**src/rtl/freq_div_multi_pkg.sv**
```systemverilog
// Shared defaults and types for the multi-channel programmable clock divider.
// Optional 50% odd-divisor duty is selected with the FDIV_ODD_DUTY50_EN macro.
package freq_div_multi_pkg;

   localparam int unsigned FDIV_DEF_WIDTH     = 8;
   localparam int unsigned FDIV_DEF_CHANNELS  = 2;
   localparam int unsigned FDIV_DEF_RESET_DIV = 2;

   typedef enum logic {
      MODE_DIV    = 1'b0,
      MODE_BYPASS = 1'b1
   } fdiv_mode_e;

endpackage

```
**src/rtl/freq_div_multi_channel.sv**
```systemverilog
// One divider channel: active/shadow divisor, period counter, divided clock and tick.
// Define FDIV_ODD_DUTY50_EN to add a negedge stage giving 50% duty on odd divisors.
module fdiv_channel
   import freq_div_multi_pkg::*;
#(
   parameter int unsigned WIDTH     = FDIV_DEF_WIDTH,
   parameter int unsigned RESET_DIV = FDIV_DEF_RESET_DIV
) (
   input  logic             clk,
   input  logic             reset,
   input  logic [WIDTH-1:0] div_val,
   input  logic             div_load,
   output logic             div_pend,
   output logic             clk_out,
   output logic             tick
);

   logic [WIDTH-1:0] p_q, s_q, cnt_q;
   logic [WIDTH-1:0] p_nxt, cnt_nxt, h_nxt;
   logic             out_q, tick_q, pend_q;
   logic             wrap;
   fdiv_mode_e       mode;

   // Compare in WIDTH+1 bits so P=0 and the all-ones reset count both wrap.
   always_comb begin
      wrap    = ({1'b0, cnt_q} + (WIDTH+1)'(1)) >= {1'b0, p_q};
      p_nxt   = (wrap && pend_q) ? s_q : p_q;
      cnt_nxt = wrap ? '0 : cnt_q + WIDTH'(1);
      h_nxt   = p_nxt - (p_nxt >> 1);
      mode    = (p_q < WIDTH'(2)) ? MODE_BYPASS : MODE_DIV;
   end

   always_ff @(posedge clk) begin
      if (!reset) begin
         p_q    <= WIDTH'(RESET_DIV);
         s_q    <= WIDTH'(RESET_DIV);
         cnt_q  <= '1;
         out_q  <= 1'b0;
         tick_q <= 1'b0;
         pend_q <= 1'b0;
      end else begin
         p_q    <= p_nxt;
         cnt_q  <= cnt_nxt;
         out_q  <= (cnt_nxt < h_nxt);
         tick_q <= (cnt_nxt == '0);
         pend_q <= div_load | (pend_q & ~wrap);
         if (div_load) s_q <= div_val;
      end
   end

`ifdef FDIV_ODD_DUTY50_EN
   logic out_n;

   always_ff @(negedge clk) begin
      if (!reset) out_n <= 1'b0;
      else        out_n <= out_q;
   end

   always_comb begin
      if (mode == MODE_BYPASS)  clk_out = clk;
      else if (p_q[0])          clk_out = out_q & out_n;
      else                      clk_out = out_q;
   end
`else
   always_comb begin
      if (mode == MODE_BYPASS)  clk_out = clk;
      else                      clk_out = out_q;
   end
`endif

   assign tick     = (mode == MODE_BYPASS) | tick_q;
   assign div_pend = pend_q;

endmodule

```
**src/rtl/freq_div_multi.sv**
```systemverilog
// Multi-channel programmable clock divider top: slices div_val and instantiates one channel each.
// Optional 50% odd-divisor duty via FDIV_ODD_DUTY50_EN (handled inside fdiv_channel).
module freq_div_multi
   import freq_div_multi_pkg::*;
#(
   parameter int unsigned WIDTH     = FDIV_DEF_WIDTH,
   parameter int unsigned CHANNELS  = FDIV_DEF_CHANNELS,
   parameter int unsigned RESET_DIV = FDIV_DEF_RESET_DIV
) (
   input  logic                      clk,
   input  logic                      reset,
   input  logic [CHANNELS*WIDTH-1:0] div_val,
   input  logic [CHANNELS-1:0]       div_load,
   output logic [CHANNELS-1:0]       div_pend,
   output logic [CHANNELS-1:0]       clk_out,
   output logic [CHANNELS-1:0]       tick
);

   for (genvar i = 0; i < CHANNELS; i++) begin : g_ch
      fdiv_channel #(
         .WIDTH     (WIDTH),
         .RESET_DIV (RESET_DIV)
      ) u_ch (
         .clk      (clk),
         .reset    (reset),
         .div_val  (div_val[i*WIDTH +: WIDTH]),
         .div_load (div_load[i]),
         .div_pend (div_pend[i]),
         .clk_out  (clk_out[i]),
         .tick     (tick[i])
      );
   end

endmodule

```
**config.mk**
```make
export PLATFORM = sky130hd
export DESIGN_NAME = freq_div_multi
export DESIGN_NICKNAME = d
export VERILOG_FILES = /design/src/rtl/freq_div_multi_pkg.sv /design/src/rtl/freq_div_multi_channel.sv /design/src/rtl/freq_div_multi.sv
export SDC_FILE = /design/constraint.sdc
export NUM_CORES = 1
export LEC_CHECK = 0
export BUFFER_PORTS_ARGS = -buffer_cell sky130_fd_sc_hd__buf_4
export CORE_AREA = 2 2 94 132
export DETAILED_ROUTE_END_ITERATION = 6
export DIE_AREA = 0 0 96 134
export GPL_TIMING_DRIVEN = 0
export HOLD_SLACK_MARGIN = 0.1
export PLACE_DENSITY = 0.47
export SYNTH_ARGS = -nofsm -noshare
export SYNTH_HDL_FRONTEND = slang
export SYNTH_SLANG_ARGS = --single-unit
```
**constraint.sdc**
```tcl
create_clock -name clk -period 6.45 [get_ports clk]
set_input_delay 0.9675 -clock clk [delete_from_list [all_inputs] [get_ports clk]]
set_output_delay 0.9675 -clock clk [all_outputs]
set_load 0.03 [all_outputs]
```
# After elaboration in Yosys (flattened, before gate mapping)
# Index checks and enable logic that the tools add are counted.
# totals
ff_bits	54
output_inout_bits	6
elab_cells	44
# classes
order_cmp	6
add_sub_neg	6
n_mux	8
n_bitwise	8
reduce_logical	4
# ops
op	count
2-to-1 mux 8 bit	4
adder 8 x 1 -> 9 bit (second input constant)	2
>= comparator 9 x 8 -> 1 bit	2
adder 8 x 1 -> 8 bit (second input constant)	2
logical NOT 8 bit	2
less-than comparator 8 x 2 -> 1 bit (second input constant)	2
less-than comparator 8 bit	2
subtractor 8 x 7 -> 8 bit	2
2-to-1 mux 1 bit	4
OR 1 bit	4
AND 1 bit	2
logical AND 1 bit	2
NOT 1 bit	2

# Depth between registers and ports, before layout
# logic_depth
depth_word	6
mapped_depth	25

# Cells and area by module
# Synthesis repeated with hierarchy kept, for this count alone.
# unflattened
hier_cells	386
area_unflattened_um2	3483.3
# modules_own_cells
mod	seq_area_each_um2	cells_per_inst	area_per_inst_um2	n_inst
fdiv_channel	540.5	193	1741.7	2

==> metrics.cfg <==
[clocking]
clock_latency_ns=0.41
cts_hold_buf=0
post_cts_buffers=0
cts_resized=0
clkTransAtPathRegs_ns=0.07
cts_tree=built

[logic_synthesis]
ys_ff_latch=54
async_flop_share_pct=0
yosys_warnings=0
syn-instance-count=399
synth.distinct_cells=47
synth_edf_count=0
syn_avg_cell_area_um2=8.90
mappedNetlistArea_um2=3550
synth_fp_nets=467
seq_area_frac_synth_pct=30.4
ys.flop_type=dfxtp_1

[sta]
rsz0062_at_grt=no
final-setup-viol-count=0
final.min_clock_period_ns=5.47
setup_tns_ns=0
slew_viol_final=0
finClkSkew_ns=0.00575
worstMarginPinSlew_ns=0.691
max-slew-margin-rel_pct=54.0
maxClockFrequency_mhz=183
timing.hold.ws_ns=0.482
finalCritPeriodShare_pct=84.9
hold_viol=0

[global_routing]
antenna_found_initial=0
grt.overflow.total=0
grt_usage_pct=14.3
grt_first_pass_wirelength_um=13600
grt_pass1_vias=2837
grt_start_max_net_pins=18

[die]
die_height_um=134
core_um2=11700
io_pins=26
die_area_um2=12900
fp-row-count=47
start_util_pct=30.3
die_w_um=96

[setup_path]
worstSetupStartpointType=flip-flop
path_class=reg -> reg
cp_slowest_cell=dfxtp_1
cpMostUsedCell=ha_1
cp_slowest_stage_delay_ns=0.47
critPathArrivalTime_ns=5.78
cp_cell_sequence=ha_1, nand3_1, nor2_2, xnor2_1, inv_1, ha_1, a21oi_1, a21boi_0, a311oi_4, a21oi_4, mux2i_1, inv_1, ha_1, nor2b_1, o21a_1, a311o_1, a21o_1, a21oi_1, xor2_1, ha_1, nand3_1, a21oi_1, a221oi_1
crit_required_ns=6.75
worstPathMaxFanout=8
crit_path_end_kind=flip-flop
reg2reg_slack_ns=0.98

[route]
drtIter0Drc=53
drc=0
drt_first_pass_iters=4
drt-total-wl_um=8320
drt-wirelength-per-cell_um=14.3
viasPerCell=4.67
postRouteAntennaNets=0
dr_total_vias=2712

[flow_run]
maxCapViolations=0

[power]
combPwrFrac_pct=36.3
switching_share_pct=35.3
p_leak_nw=1.88
power.switching_mw=0.471
peakVddDrop_mv=0.119
seqPwrFrac_pct=29.8
powerDensity_nw_per_um2=320
internal-power_mw=0.863
p_clk_share_pct=33.8

[worst_hold_path]
hold_class=reg -> reg

[placement]
gp_congestion=0.818
place_hpwl_um=6540
io_buffers=23

[cells_and_area]
final_common_cell=dfxtp_1
final_cell_mix=dfxtp_1, ha_1, inv_1
syn2layout_area_growth_pct=17.3
layout-drive-gt1-share_pct=13.4
num-nets-final=501
diodes=0

[outcome]
status=completed

==> cell usage after synthesis, types with 2 or more instances <==
master / instances / area (µm²)
a21boi_0: 2 / 15.0
a21o_1: 6 / 45.0
a21oi_1: 11 / 55.1
a21oi_4: 2 / 32.5
a221oi_1: 2 / 17.5
a31oi_1: 2 / 12.5
and3_2: 2 / 15.0
buf_4: 6 / 45.0
clkbuf_1: 9 / 33.8
clkbuf_2: 2 / 10.0
dfxtp_1: 54 / 1080
fa_1: 2 / 40.0
ha_1: 46 / 576
inv_1: 45 / 169
mux2_2: 3 / 33.8
mux2i_1: 29 / 290
mux2i_2: 2 / 27.5
nand2_1: 10 / 37.5
nand2b_1: 6 / 37.5
nand3_1: 11 / 55.1
nand4_1: 6 / 37.5
nor2_1: 40 / 150
nor2_2: 2 / 12.5
nor2b_1: 22 / 138
nor3_1: 4 / 20.0
nor4_1: 2 / 12.5
o21a_1: 6 / 45.0
o21ai_0: 21 / 105
o21bai_1: 2 / 15.0
xnor2_1: 13 / 114
xor2_1: 13 / 114
==> worst max-delay path, delay by kind of cell (launching register included) <==
family	cells	cell delay, ns
multiplexers	1	0.37
adder cells (fa/ha/maj)	4	1.18
XOR/XNOR	2	0.43
buffers and inverters	2	0.22
AO/OA/AOI/OAI	10	2.18
AND/OR/NAND/NOR	4	0.53
flip-flops	1	0.47
==> cell families after synthesis <==
group                    share of synthesized area, %
AO/OA/AOI/OAI                                    12.8
flip-flops                                       30.4
multiplexers                                     9.90
AND/OR/NAND/NOR                                  15.8
adder cells (fa/ha/maj)                          17.3
buffers and inverters                            7.26
XOR/XNOR                                         6.41
==> cell type report <==
cell class,instances,area (µm²)
buffer,17,88.8
clock buffer,12,254
clock inverter,2,17.5
fill,1220,7540
inverter,45,169
multi-input combinational,283,2210
sequential,54,1080
tap,147,184
timing repair buffer,21,158
==> state kept, by name (all words and copies together) (netlist names) <==
signal and cells:
g_ch.u_ch.out_q 2, g_ch.u_ch.tick_q 2, g_ch.u_ch.s_q 16, g_ch.u_ch.cnt_q 16, g_ch.u_ch.p_q 16, g_ch.u_ch.div_pend 2
==> power by group through the flow <==
stage	Clock, mW	Sequential [mW]	Combinational (mW)
2_1_floorplan	0.0270	0.398	0.379
5_1_grt	0.482	0.403	0.560
6_report	0.451	0.398	0.485
3_3_place_gp	0.0350	0.405	0.481
3_5_place_dp	0.0350	0.406	0.489
4_1_cts	0.468	0.398	0.492
==> routing by layer <==
metal,up-vias,wire length (µm),GRT usage (%)
met5,-,0,0
met4,0,269,7.38
met3,16,227,3.48
li1,1422,-,-
met1,1238,3460,14.8
met2,36,4360,25.8
==> final timing paths <==
path	from	to	cells past startpoint
setup / recovery	g_ch[1].u_ch.cnt_q[0]	g_ch[1].u_ch.out_q	23
hold / removal	g_ch[1].u_ch.s_q[1]	g_ch[1].u_ch.s_q[1]	2
hold reg to reg	g_ch[1].u_ch.s_q[1]	g_ch[1].u_ch.s_q[1]	2
setup reg to reg	g_ch[1].u_ch.cnt_q[0]	g_ch[1].u_ch.out_q	23
==> through the flow <==
step / instances / setup WS [ns] / instance area, µm² / util (%) / total power [mW]
final: 581 / 0.977 / 4160 / 35.6 / 1.33
after detailed placement: 569 / 0.937 / 3910 / 33.4 / 0.930
after CTS: 581 / 0.928 / 4160 / 35.6 / 1.36
after global placement: 569 / 0.978 / 3910 / 33.4 / 0.921
after global routing: 581 / 0.493 / 4160 / 35.6 / 1.44
after floorplan: 399 / 1.78 / 3550 / - / 0.803
(Power assumes the default switching activity.)
